==> src/rtl/vga_pixel_cmd_writer.sv <==
// SPI-fed pixel command FIFO that drains into the framebuffer write port.
// Framebuffer writes only happen while the timing generator reports blanking.
module vga_pixel_cmd_writer #(
  parameter int FIFO_DEPTH = 4,
  parameter int NUM_CELLS  = 1200,
  parameter int ADDR_W     = 11
) (
  input  logic              clk,
  input  logic              rst_n,
  input  logic              spi_sck,
  input  logic              spi_mosi,
  input  logic              spi_cs_n,
  input  logic              active,
  output logic              wr_en,
  output logic [ADDR_W-1:0] wr_addr,
  output logic [2:0]        wr_data,
  output logic              fifo_full,
  output logic              busy,
  output logic              cmd_err
);

  localparam int PTR_W = $clog2(FIFO_DEPTH);
  localparam logic [ADDR_W-1:0] LAST = ADDR_W'(NUM_CELLS - 1);
  localparam logic [PTR_W:0] FULL_CNT = (PTR_W+1)'(FIFO_DEPTH);

  localparam logic [1:0] S_IDLE  = 2'd0;
  localparam logic [1:0] S_WRITE = 2'd1;
  localparam logic [1:0] S_FILL  = 2'd2;

  logic [1:0]  sck_sync;
  logic [1:0]  mosi_sync;
  logic [1:0]  cs_sync;
  logic        sck_prev;
  logic        sck_rise;
  logic [15:0] shift_reg;
  logic [3:0]  bit_cnt;
  logic        push_pend;

  assign sck_rise = sck_sync[1] & ~sck_prev;

  always_ff @(posedge clk or negedge rst_n) begin
    if (!rst_n) begin
      sck_sync  <= 2'b00;
      mosi_sync <= 2'b00;
      cs_sync   <= 2'b11;
      sck_prev  <= 1'b0;
      shift_reg <= 16'h0;
      bit_cnt   <= 4'd0;
      push_pend <= 1'b0;
    end else begin
      sck_sync  <= {sck_sync[0], spi_sck};
      mosi_sync <= {mosi_sync[0], spi_mosi};
      cs_sync   <= {cs_sync[0], spi_cs_n};
      sck_prev  <= sck_sync[1];
      push_pend <= 1'b0;
      if (cs_sync[1]) begin
        bit_cnt <= 4'd0;
      end else if (sck_rise) begin
        shift_reg <= {shift_reg[14:0], mosi_sync[1]};
        bit_cnt   <= bit_cnt + 4'd1;
        if (bit_cnt == 4'd15) push_pend <= 1'b1;
      end
    end
  end

  logic [15:0]      mem [FIFO_DEPTH];
  logic [PTR_W-1:0] wr_ptr;
  logic [PTR_W-1:0] rd_ptr;
  logic [PTR_W:0]   count;
  logic [PTR_W:0]   cnt_nxt;
  logic             empty;
  logic             pop;
  logic             push_ok;
  logic             drop;

  assign empty   = (count == '0);
  // A push into a full FIFO still lands if the head leaves this cycle.
  assign push_ok = push_pend & (~fifo_full | pop);
  assign drop    = push_pend & ~push_ok;

  always_comb begin
    cnt_nxt = count;
    if (push_ok && !pop) cnt_nxt = count + 1'b1;
    else if (!push_ok && pop) cnt_nxt = count - 1'b1;
  end

  always_ff @(posedge clk) begin
    if (push_ok) mem[wr_ptr] <= shift_reg;
  end

  always_ff @(posedge clk or negedge rst_n) begin
    if (!rst_n) begin
      wr_ptr    <= '0;
      rd_ptr    <= '0;
      count     <= '0;
      fifo_full <= 1'b0;
    end else begin
      if (push_ok) wr_ptr <= wr_ptr + PTR_W'(1);
      if (pop) rd_ptr <= rd_ptr + PTR_W'(1);
      count     <= cnt_nxt;
      fifo_full <= (cnt_nxt == FULL_CNT);
    end
  end

  logic              h_op;
  logic [2:0]        h_col;
  logic [ADDR_W-1:0] h_addr;
  logic              addr_ok;

  assign h_op    = mem[rd_ptr][15];
  assign h_col   = mem[rd_ptr][14:12];
  assign h_addr  = ADDR_W'(mem[rd_ptr][10:0]);
  assign addr_ok = (h_addr <= LAST);

  logic [1:0]        state;
  logic [ADDR_W-1:0] cur_addr;
  logic [2:0]        colour;
  logic [ADDR_W-1:0] last_addr;
  logic [2:0]        last_data;
  logic              bad;

  assign pop = (state == S_IDLE) & ~empty & ~active;
  assign bad = pop & ~h_op & ~addr_ok;

  always_ff @(posedge clk or negedge rst_n) begin
    if (!rst_n) begin
      state    <= S_IDLE;
      cur_addr <= '0;
      colour   <= 3'd0;
    end else begin
      unique case (1'b1)
        (state == S_IDLE): begin
          if (pop && h_op) begin
            state    <= S_FILL;
            cur_addr <= '0;
            colour   <= h_col;
          end else if (pop && addr_ok) begin
            state    <= S_WRITE;
            cur_addr <= h_addr;
            colour   <= h_col;
          end
        end
        (state == S_WRITE): begin
          if (!active) state <= S_IDLE;
        end
        default: begin
          if (!active) begin
            if (cur_addr == LAST) state <= S_IDLE;
            else cur_addr <= cur_addr + ADDR_W'(1);
          end
        end
      endcase
    end
  end

  always_ff @(posedge clk or negedge rst_n) begin
    if (!rst_n) begin
      last_addr <= '0;
      last_data <= 3'd0;
      cmd_err   <= 1'b0;
    end else begin
      if (wr_en) begin
        last_addr <= cur_addr;
        last_data <= colour;
      end
      if (drop || bad) cmd_err <= 1'b1;
    end
  end

  // Write strobe is gated by active combinationally so it never overlaps video.
  assign wr_en   = (state != S_IDLE) & ~active;
  assign wr_addr = wr_en ? cur_addr : last_addr;
  assign wr_data = wr_en ? colour : last_data;
  assign busy    = (state != S_IDLE) | ~empty;

endmodule

==> config.mk <==
export PLATFORM = sky130hd
export DESIGN_NAME = vga_pixel_cmd_writer
export DESIGN_NICKNAME = d
export VERILOG_FILES = /design/src/rtl/vga_pixel_cmd_writer.sv
export SDC_FILE = /design/constraint.sdc
export NUM_CORES = 1
export LEC_CHECK = 0
export BUFFER_PORTS_ARGS = -buffer_cell sky130_fd_sc_hd__buf_2
export CAP_MARGIN = 20
export CORE_MARGIN = 2
export CORE_UTILIZATION = 40
export CTS_BUF_LIST = sky130_fd_sc_hd__clkbuf_2 sky130_fd_sc_hd__clkbuf_4 sky130_fd_sc_hd__clkbuf_8
export CTS_CLUSTER_SIZE = 40
export DETAILED_ROUTE_END_ITERATION = 8
export GPL_TIMING_DRIVEN = 0
export SKIP_LAST_GASP = 1
export SLEW_MARGIN = 25
export SYNTH_ARGS = -nofsm -noshare
export SYNTH_HDL_FRONTEND = slang
export SYNTH_SLANG_ARGS = --single-unit
export TNS_END_PERCENT = 10
==> constraint.sdc <==
create_clock -name clk -period 2.2 [get_ports clk]
set_input_delay 0.66 -clock clk [delete_from_list [all_inputs] [get_ports clk]]
set_output_delay 0.66 -clock clk [all_outputs]
set_load 0.02 [all_outputs]
==> results.tsv, run 1 <==
metric	value	unit
final_hold_viol_count	0	
fp.dieArea	14000	sq um
synth.area.mux_share	12.0	%
status	complete, but fails checks	
reg2reg_setup_slack	-0.11	ns
die_x	118	microns
crit_family	simple AND/OR/NAND/NOR gates	
drt_iter0_drc	273	
antenna_left	0	
pre_cts_ws	-0.773	ns
place.gp.congestion	0.879	
synth-simple-area-share	8.72	%
required	1.54	ns
avgViaCountPerCell	5.27	
antenna_cells	0	
syn_area	5240	sq um
worst_path_max_delay_cell	dfrtp_1	
violations	setup timing	
timing.final.crit_share	108	%
clock-root-buffer	clkbuf_8	
io_buffers	23	
crit_type	reg -> out	
ys_seq_area_share	66.5	%
grt_max_degree	43	
place_hpwl	6.38	mm
worst_slack	-0.167	ns
max_freq	0.423	GHz
cts_buffers	17	
critical_path_buf_inv_count	2	
finalCriticalPeriod	2.37	ns
grtUsageMet3	5.26	%
maxCapViolCount	0	
grt_setup_unrepaired	yes	
nets	429	
drive_gt1_share	35.6	%
synth_edf_count	60	
cts-hold-fix-buffers	0	
cts_tree	yes	
final_cell_mix	65 x dfrtp_1, 60 x edfxtp_1, 29 x nand2_1	
synth_compound_area_share	7.07	%
htree_num_levels	4	
coreArea	12700	sq um
floorplan.rows	41	
peakVddDrop	447	uV
place_inst	555	
synth_cell_types	48	
synth-async-reset-ratio	52.8	%
holdCritPathClass	in -> async	
grt_pass1_vias	3195	
yosys_most_used_dff	dfrtp_1	
io_pins	24	
clkSlewWorstSetupHoldPaths	0.07	ns
p_per_area	1190	nW/um^2
syn-instance-count	359	
synth_warnings	0	
area_growth	21.7	%
synthXorXnorAreaFrac	1.34	%
synth-seq-cells	127	
antenna_found_initial	0	
critical_path.reg2reg.startpoint	rd_ptr[0]	
rr_endpoint	cur_addr[1]	
rr_worst_depth	7	
synth_top_family_by_area	multiplexers	
critPathCaptureType	output port	
worstMarginPinSlew	0.540	ns
relSlewSlack	63.7	%
grt_usage	15.5	%
top_usage_layer	met2	
postSynthAreaPerCell	14.6	sq um
use_met1	18.8	%
overflow	0	
worstPathMaxFanout	5	
wl_per_cell	16.9	microns
critPathMaxStageDelay	0.41	ns
setup_viol	81	
die_h	118	microns
vias	3156	
largest_reg_flops	60	
fillCellCount	1144	
clock-sinks	127	
path_cells	or2_4 > nand2b_4 > buf_8 > nand2_1 > o21ai_2 > buf_6	
use_met2	24.9	%
synth_area_leader_cell	edfxtp_1	
cp.arrival	1.71	ns
tns	-5.42	ns
wirelength	10.1	mm
fin_cells	599	
grt_pass1_wl	16.5	mm
fin_skew	0.00924	ns
finalMaxSlewViolations	0	
power.leakage	2.52	nW
initial_core_util	41.2	%
yosys.area_share.adder	2.15	%
utilization	50.1	%
yosysTopAreaCellShare	34.4	%
startpoint_type	flip-flop	
clock_latency	0.43	ns
drcViolationCount	0	
synth_nets	374	
synth_area_leaders	edfxtp_1 34%, dfrtp_1 31%, mux4_2 6.5%	
clockBufferDepth	2	
layout_commonest_cell	dfrtp_1	
firstDrtPassIters	4	
-- routing by layer --
metal / vias to the layer above / wire length (microns)
met2: 81 / 5110
met1: 1604 / 4330
li1: 1452 / -
met3: 19 / 454
met5: - / 0
met4: 0 / 244
-- power breakdown --
part	total, W	switching (W)	leakage [nW]	internal [W]
Sequential	0.00330	0.000373	1.38	0.00293
Combinational	0.00226	0.00116	0.939	0.00110
Clock	0.00203	0.000955	0.203	0.00107
Total	0.00759	0.00249	2.52	0.00510
-- per-stage QoR --
| stage | total power, W | instance area, sq um | hold WS [ns] |
|---|---|---|---|
| global route | 0.00802 | 6370 | 0.133 |
| global placement | 0.00507 | 5580 | 0.332 |
| CTS | 0.00732 | 6150 | 0.127 |
| floorplan | 0.00457 | 5250 | 0.331 |
| detailed placement | 0.00512 | 5610 | 0.340 |
| finish | 0.00759 | 6370 | 0.135 |
-- worst max path at each step --
| stage | to | from | slack, ns | cells past startpoint |
|---|---|---|---|---|
| floorplan | wr_addr[7] | state[1] | -0.07 | 5 |
| global placement | mem[2][0] | active | -0.76 | 5 |
| detailed placement | mem[3][14] | active | -0.77 | 5 |
| CTS | wr_addr[8] | state[1] | -0.17 | 6 |
| global route | wr_addr[2] | state[0] | -0.25 | 6 |
| finish | wr_addr[4] | state[0] | -0.17 | 6 |
-- layout make-up --
type                    instances  area (sq um)  share of cell area [%]
repair buffers                 38           363                    5.69
flip-flops and latches        127          3480                    54.6
clock inverters                13           156                    2.45
multi-input cells             206          1760                    27.6
well taps                     172           215                    3.38
inverters                      12          47.5                   0.746
plain buffers                  12          95.1                    1.49
clock buffers                  19           255                    4.00
-- cell usage after synthesis, types with 2 or more instances --
cell	instances
nor3_1	4
o21ai_0	10
inv_1	11
buf_6	2
a32oi_1	6
ha_1	9
dfrtp_1	65
a31oi_1	6
a21oi_1	9
nor2b_1	5
mux2_2	20
nand2_1	44
and3_1	5
nand3_1	6
edfxtp_1	60
and4_1	2
nand4_1	6
dfstp_2	2
nor2_1	9
xor2_1	2
nand2b_1	4
o21bai_1	2
mux2i_1	5
a22oi_1	3
and2_1	4
o22ai_1	3
buf_2	5
xnor2_1	6
o211ai_1	5
clkbuf_1	7
mux4_2	15
-- what timing repair did --
action / 4_1_cts / 5_1_grt
gates cloned: 1 / 1
buffers inserted: 4 / 8
endpoints found under the setup margin: 102 / 101
gates resized for setup: 39 / 46
pin swaps: 2 / 11
-- cell families (layout without fill, tap and decap cells) --
family,Yosys count,after routing
buf+inv,26,94
compound gates,54,54
fa+ha+maj,9,9
simple gates,94,94
flops,127,127
mux,41,41
xor+xnor,8,8
(Power assumes the default switching activity.)
==> run 2, diff against run 1 <==
--- a/config.mk
+++ b/config.mk
@@ -5,7 +5,7 @@
 export SDC_FILE = /design/constraint.sdc
 export NUM_CORES = 1
 export LEC_CHECK = 0
-export BUFFER_PORTS_ARGS = -buffer_cell sky130_fd_sc_hd__buf_2
+export BUFFER_PORTS_ARGS = -buffer_cell sky130_fd_sc_hd__buf_4
 export CAP_MARGIN = 20
 export CORE_MARGIN = 2
 export CORE_UTILIZATION = 40
==> run 2 against run 1 <==
Compared with the run above:
- the run still ends with setup timing left
- utilization grew 1.5 points
- critical path depth is the same
- sequential power is essentially flat
- combinational power grew 5%
- critical endpoint is now wr_addr[3]
- largest cell class unchanged
- largest power group unchanged
==> results.tsv, run 2 (same netlist as run 1, synthesis figures left out) <==
metric	value	unit
drive_gt1_share	36.8	%
place.gp.congestion	0.881	
area_growth	25.4	%
critPathCaptureType	output port	
io_pins	24	
power.leakage	2.62	nW
holdCritPathClass	in -> reg	
grt_usage	16.0	%
setup_viol	24	
final_hold_viol_count	0	
fillCellCount	1098	
crit_type	reg -> out	
initial_core_util	41.2	%
max_freq	0.429	GHz
place_hpwl	6.39	mm
grtUsageMet3	4.83	%
drt_iter0_drc	272	
avgViaCountPerCell	5.25	
regArea	3480	sq um
reg2reg_setup_slack	-0.09	ns
utilization	51.6	%
largest_reg_flops	60	
layout_commonest_cell	dfrtp_1	
antenna_cells	0	
maxCapViolCount	0	
die_h	118	microns
clock-root-buffer	clkbuf_8	
cp.arrival	1.67	ns
fp.dieArea	14000	sq um
grt_pass1_wl	17.0	mm
antenna_found_initial	0	
violations	setup timing	
clock_latency	0.43	ns
io_buffers	23	
critPathMaxStageDelay	0.38	ns
cts-hold-fix-buffers	0	
worst_path_max_delay_cell	dfrtp_1	
final_cell_mix	65 x dfrtp_1, 60 x edfxtp_1, 27 x nand2_1	
fin_skew	0.0128	ns
floorplan.rows	41	
multi_input_comb_area	1830	sq um
coreArea	12700	sq um
wirelength	10.4	mm
cts_buffers	17	
grt_setup_unrepaired	yes	
overflow	0	
drcViolationCount	0	
worstPathMaxFanout	5	
worst_slack	-0.131	ns
relSlewSlack	39.9	%
firstDrtPassIters	4	
clockBufferDepth	2	
startpoint_type	flip-flop	
clock-sinks	127	
antenna_left	0	
critical_path_buf_inv_count	2	
p_per_area	1250	nW/um^2
worstMarginPinSlew	0.901	ns
timing.final.crit_share	106	%
use_met1	19.5	%
clkSlewWorstSetupHoldPaths	0.07	ns
htree_num_levels	4	
path_cells	or2_4 > nand2b_4 > clkbuf_16 > nand2_4 > o21ai_4 > buf_6	
status	complete, but fails checks	
use_met2	26.7	%
tns	-1.93	ns
finalMaxSlewViolations	0	
peakVddDrop	435	uV
cts_tree	yes	
grt_max_degree	68	
top_usage_layer	met2	
finalCriticalPeriod	2.33	ns
die_x	118	microns
wl_per_cell	17.3	microns
nets	431	
vias	3156	
grt_pass1_vias	3287	
required	1.54	ns
crit_family	simple AND/OR/NAND/NOR gates	
## run 2: cell types whose count changed in the layout (fill, tap and decap cells not counted), moves of 4 or more
cell,delta
buf_4,+11
bufinv_16,+4
buf_2,-8
o21ai_4,+5
o21ai_2,-5
## run 2: layout make-up
type                       count  share of cell area (%)
clock inverter                 9                    3.09
inverter                      12                   0.762
clock buffer                  23                    4.63
sequential                   127                    53.0
buffer                        12                    1.77
timing repair buffer          40                    5.60
multi-input combinational    206                    27.9
tap                          172                    3.28
## run 2: worst reg2reg max path: cells and delay by family (launching register included)
| family | cells | cell delay, ns |
|---|---|---|
| multiplexers | 2 | 0.84 |
| AO/OA/AOI/OAI | 2 | 0.52 |
| AND/OR/NAND/NOR | 1 | 0.15 |
| flip-flops | 1 | 0.35 |
| buffers and inverters | 2 | 0.33 |
## run 2: repair_timing
action,in CTS,in global routing
pin swaps,7,8
endpoints found under the setup margin,103,100
gates resized for setup,53,32
setup buffers,13,2
cloned,2,0
## run 2: metrics by stage
stage | setup slack (ns) | power, W | instance area (sq um) | instances | hold slack, ns
after global placement | -0.750 | 0.00515 | 5630 | 554 | 0.333
after floorplan | -0.0698 | 0.00457 | 5250 | 359 | 0.331
final | -0.131 | 0.00818 | 6570 | 601 | 0.335
after global routing | -0.221 | 0.00861 | 6570 | 601 | 0.291
after detailed placement | -0.746 | 0.00520 | 5630 | 554 | 0.340
after CTS | -0.133 | 0.00809 | 6440 | 599 | 0.300
## run 2: final timing paths
| path | cells after the start | endpoint | start |
|---|---|---|---|
| min in group asynchronous | 1 | last_addr[6] | rst_n |
| max in group asynchronous | 1 | shift_reg[11] | rst_n |
| setup / recovery | 6 | wr_addr[3] | state[0] |
| hold reg to reg | 0 | sck_sync[1] | sck_sync[0] |
| setup reg to reg | 7 | cur_addr[1] | rd_ptr[0] |
| hold / removal | 1 | cs_sync[0] | spi_cs_n |
## run 2: report_power, final
| group | leakage, nW | internal [W] | switching, W |
|---|---|---|---|
| clock | 0.258 | 0.00162 | 0.000872 |
| combinational | 0.990 | 0.00117 | 0.00120 |
| sequential | 1.38 | 0.00293 | 0.000392 |
## run 2: metal layers
metal | part of all wire (%) | up-vias | wire length, microns
li1 | - | 1461 | -
met2 | 51 | 65 | 5290
met3 | 3.9 | 11 | 407
met4 | 1.4 | 0 | 146
met5 | 0 | - | 0
met1 | 44 | 1619 | 4570
==> run 3, diff against run 2 <==
--- a/config.mk
+++ b/config.mk
@@ -10,7 +10,7 @@
 export CORE_MARGIN = 2
 export CORE_UTILIZATION = 40
 export CTS_BUF_LIST = sky130_fd_sc_hd__clkbuf_2 sky130_fd_sc_hd__clkbuf_4 sky130_fd_sc_hd__clkbuf_8
-export CTS_CLUSTER_SIZE = 40
+export CTS_CLUSTER_SIZE = 10
 export DETAILED_ROUTE_END_ITERATION = 8
 export GPL_TIMING_DRIVEN = 0
 export SKIP_LAST_GASP = 1
==> constraint.sdc (replaced) <==
create_clock -name clk -period 2.4 [get_ports clk]
set_input_delay 0.72 -clock clk [delete_from_list [all_inputs] [get_ports clk]]
set_output_delay 0.72 -clock clk [all_outputs]
set_load 0.05 [all_outputs]
==> run 3 against run 2 <==
Compared with the run above:
- the flow still finishes with violations (setup timing)
- hold slack better by 0.025 ns
- final area is 5.8% lower
- worst setup slack better by 0.078 ns
- count of clock-buffer cells in the layout is 5 lower
- register-to-register slack better by 0.06 ns
- cell count is 2.2% lower
- critical path depth stayed put
- sequential share of layout area is 3.3 points higher
- die area stayed put
- global-route usage is 0.18 points lower
- critical endpoint is now wr_addr[8]
- largest cell class unchanged
==> results.tsv, run 3 (same netlist as run 1, synthesis figures left out) <==
metric	value	unit
grt_usage	15.8	%
critPathCaptureType	output port	
clkSlewWorstSetupHoldPaths	0.08	ns
fin_skew	0.0106	ns
final_hold_viol_count	0	
violations	setup timing	
cts_buffers	17	
floorplan.rows	41	
io_pins	24	
setup_viol	29	
overflow	0	
worst_slack	-0.0530	ns
clockBufferDepth	2	
antenna_found_initial	0	
clock-root-buffer	clkbuf_8	
dpl_cell_area	5630	sq um
place_hpwl	6.53	mm
relSlewSlack	41.3	%
area_growth	18.1	%
antenna_left	0	
clock-sinks	127	
utilization	48.6	%
antenna_cells	0	
grt_setup_unrepaired	yes	
max_freq	0.408	GHz
wirelength	10.3	mm
whs	0.360	ns
pre_cts_ws	-1.01	ns
layout_commonest_cell	dfrtp_1	
drive_gt1_share	31.0	%
worstPathMaxFanout	9	
htree_num_levels	4	
vias	3119	
fillCellCount	1151	
firstDrtPassIters	4	
required	1.68	ns
coreArea	12700	sq um
cts_tree	yes	
final_cell_mix	64 x dfrtp_1, 60 x edfxtp_1, 41 x nand2_1	
startpoint_type	flip-flop	
fp.dieArea	14000	sq um
whs_path_depth	0	
clock_latency	0.44	ns
largest_reg_flops	60	
drcViolationCount	0	
grt_pass1_vias	3220	
grt_pass1_wl	16.8	mm
finalCriticalPeriod	2.45	ns
peakVddDrop	456	uV
initial_core_util	41.2	%
status	complete, but fails checks	
crit_type	reg -> out	
die_h	118	microns
io_buffers	23	
grt_max_degree	68	
cts-hold-fix-buffers	0	
place.gp.congestion	0.845	
final_area	6190	sq um
nets	418	
holdCritPathClass	reg -> reg	
finalMaxSlewViolations	0	
rr_worst_depth	4	
avgViaCountPerCell	5.30	
die_x	118	microns
worstMarginPinSlew	0.881	ns
power.leakage	2.42	nW
cp.arrival	1.73	ns
timing.final.crit_share	102	%
p_per_area	1110	nW/um^2
drt_iter0_drc	249	
wl_per_cell	17.5	microns
maxCapViolCount	0	
-- run 3: stage by stage --
| step | std cells | TNS (ns) | power, W |
|---|---|---|---|
| global placement | 554 | -61.29 | 0.00501 |
| CTS | 586 | -1.78 | 0.00685 |
| finish | 588 | -1.06 | 0.00686 |
| detailed placement | 554 | -64.31 | 0.00507 |
| floorplan | 359 | -7.53 | 0.00446 |
| global route | 588 | -4.16 | 0.00724 |
-- run 3: critical path, cell delays in order, from the launching register on --
cell and delay (ns):
dfrtp_1 0.42, or2_4 0.27, nand2b_4 0.13, buf_8 0.15, nand2_1 0.06, nand2_1 0.10
buf_6 0.17
-- run 3: final timing paths --
kind | from | to | slack (ns)
setup / recovery | state[0] | wr_addr[8] | -0.05
hold / removal | cs_sync[0] | cs_sync[1] | 0.36
hold reg to reg | cs_sync[0] | cs_sync[1] | 0.36
setup reg to reg | state[0] | mem[0][2] | -0.03
max in group asynchronous | rst_n | rd_ptr[1] | 1.38
min in group asynchronous | rst_n | count[2] | 0.40
-- run 3: metal layers --
| layer | wire length (microns) | GRT usage (%) |
|---|---|---|
| met4 | 194 | 6.55 |
| met1 | 4430 | 19.6 |
| met2 | 5250 | 25.8 |
| met5 | 0 | 0 |
| met3 | 416 | 4.92 |
-- run 3: timing repair --
action	CTS	global route
setup endpoints to repair	92	68
gates cloned	0	1
pin swaps	1	0
setup buffers	2	1
resized for setup	35	14
-- run 3: area by class of cell --
cell class                 count  area, sq um  share of cell area, %
buffer                        12         91.3                   1.48
timing repair buffer          27          289                   4.67
multi-input combinational    206         1710                   27.6
tap                          172          215                   3.48
clock buffer                  18          241                   3.90
sequential                   127         3480                   56.3
inverter                      12         47.5                  0.769
clock inverter                14          109                   1.76
-- run 3: power breakdown --
part,switching [W],leakage [nW],total (W),internal [W]
clock,0.000881,0.184,0.00162,0.000740
sequential,0.000339,1.38,0.00302,0.00268
combinational,0.00129,0.861,0.00222,0.000924
total,0.00251,2.42,0.00686,0.00435
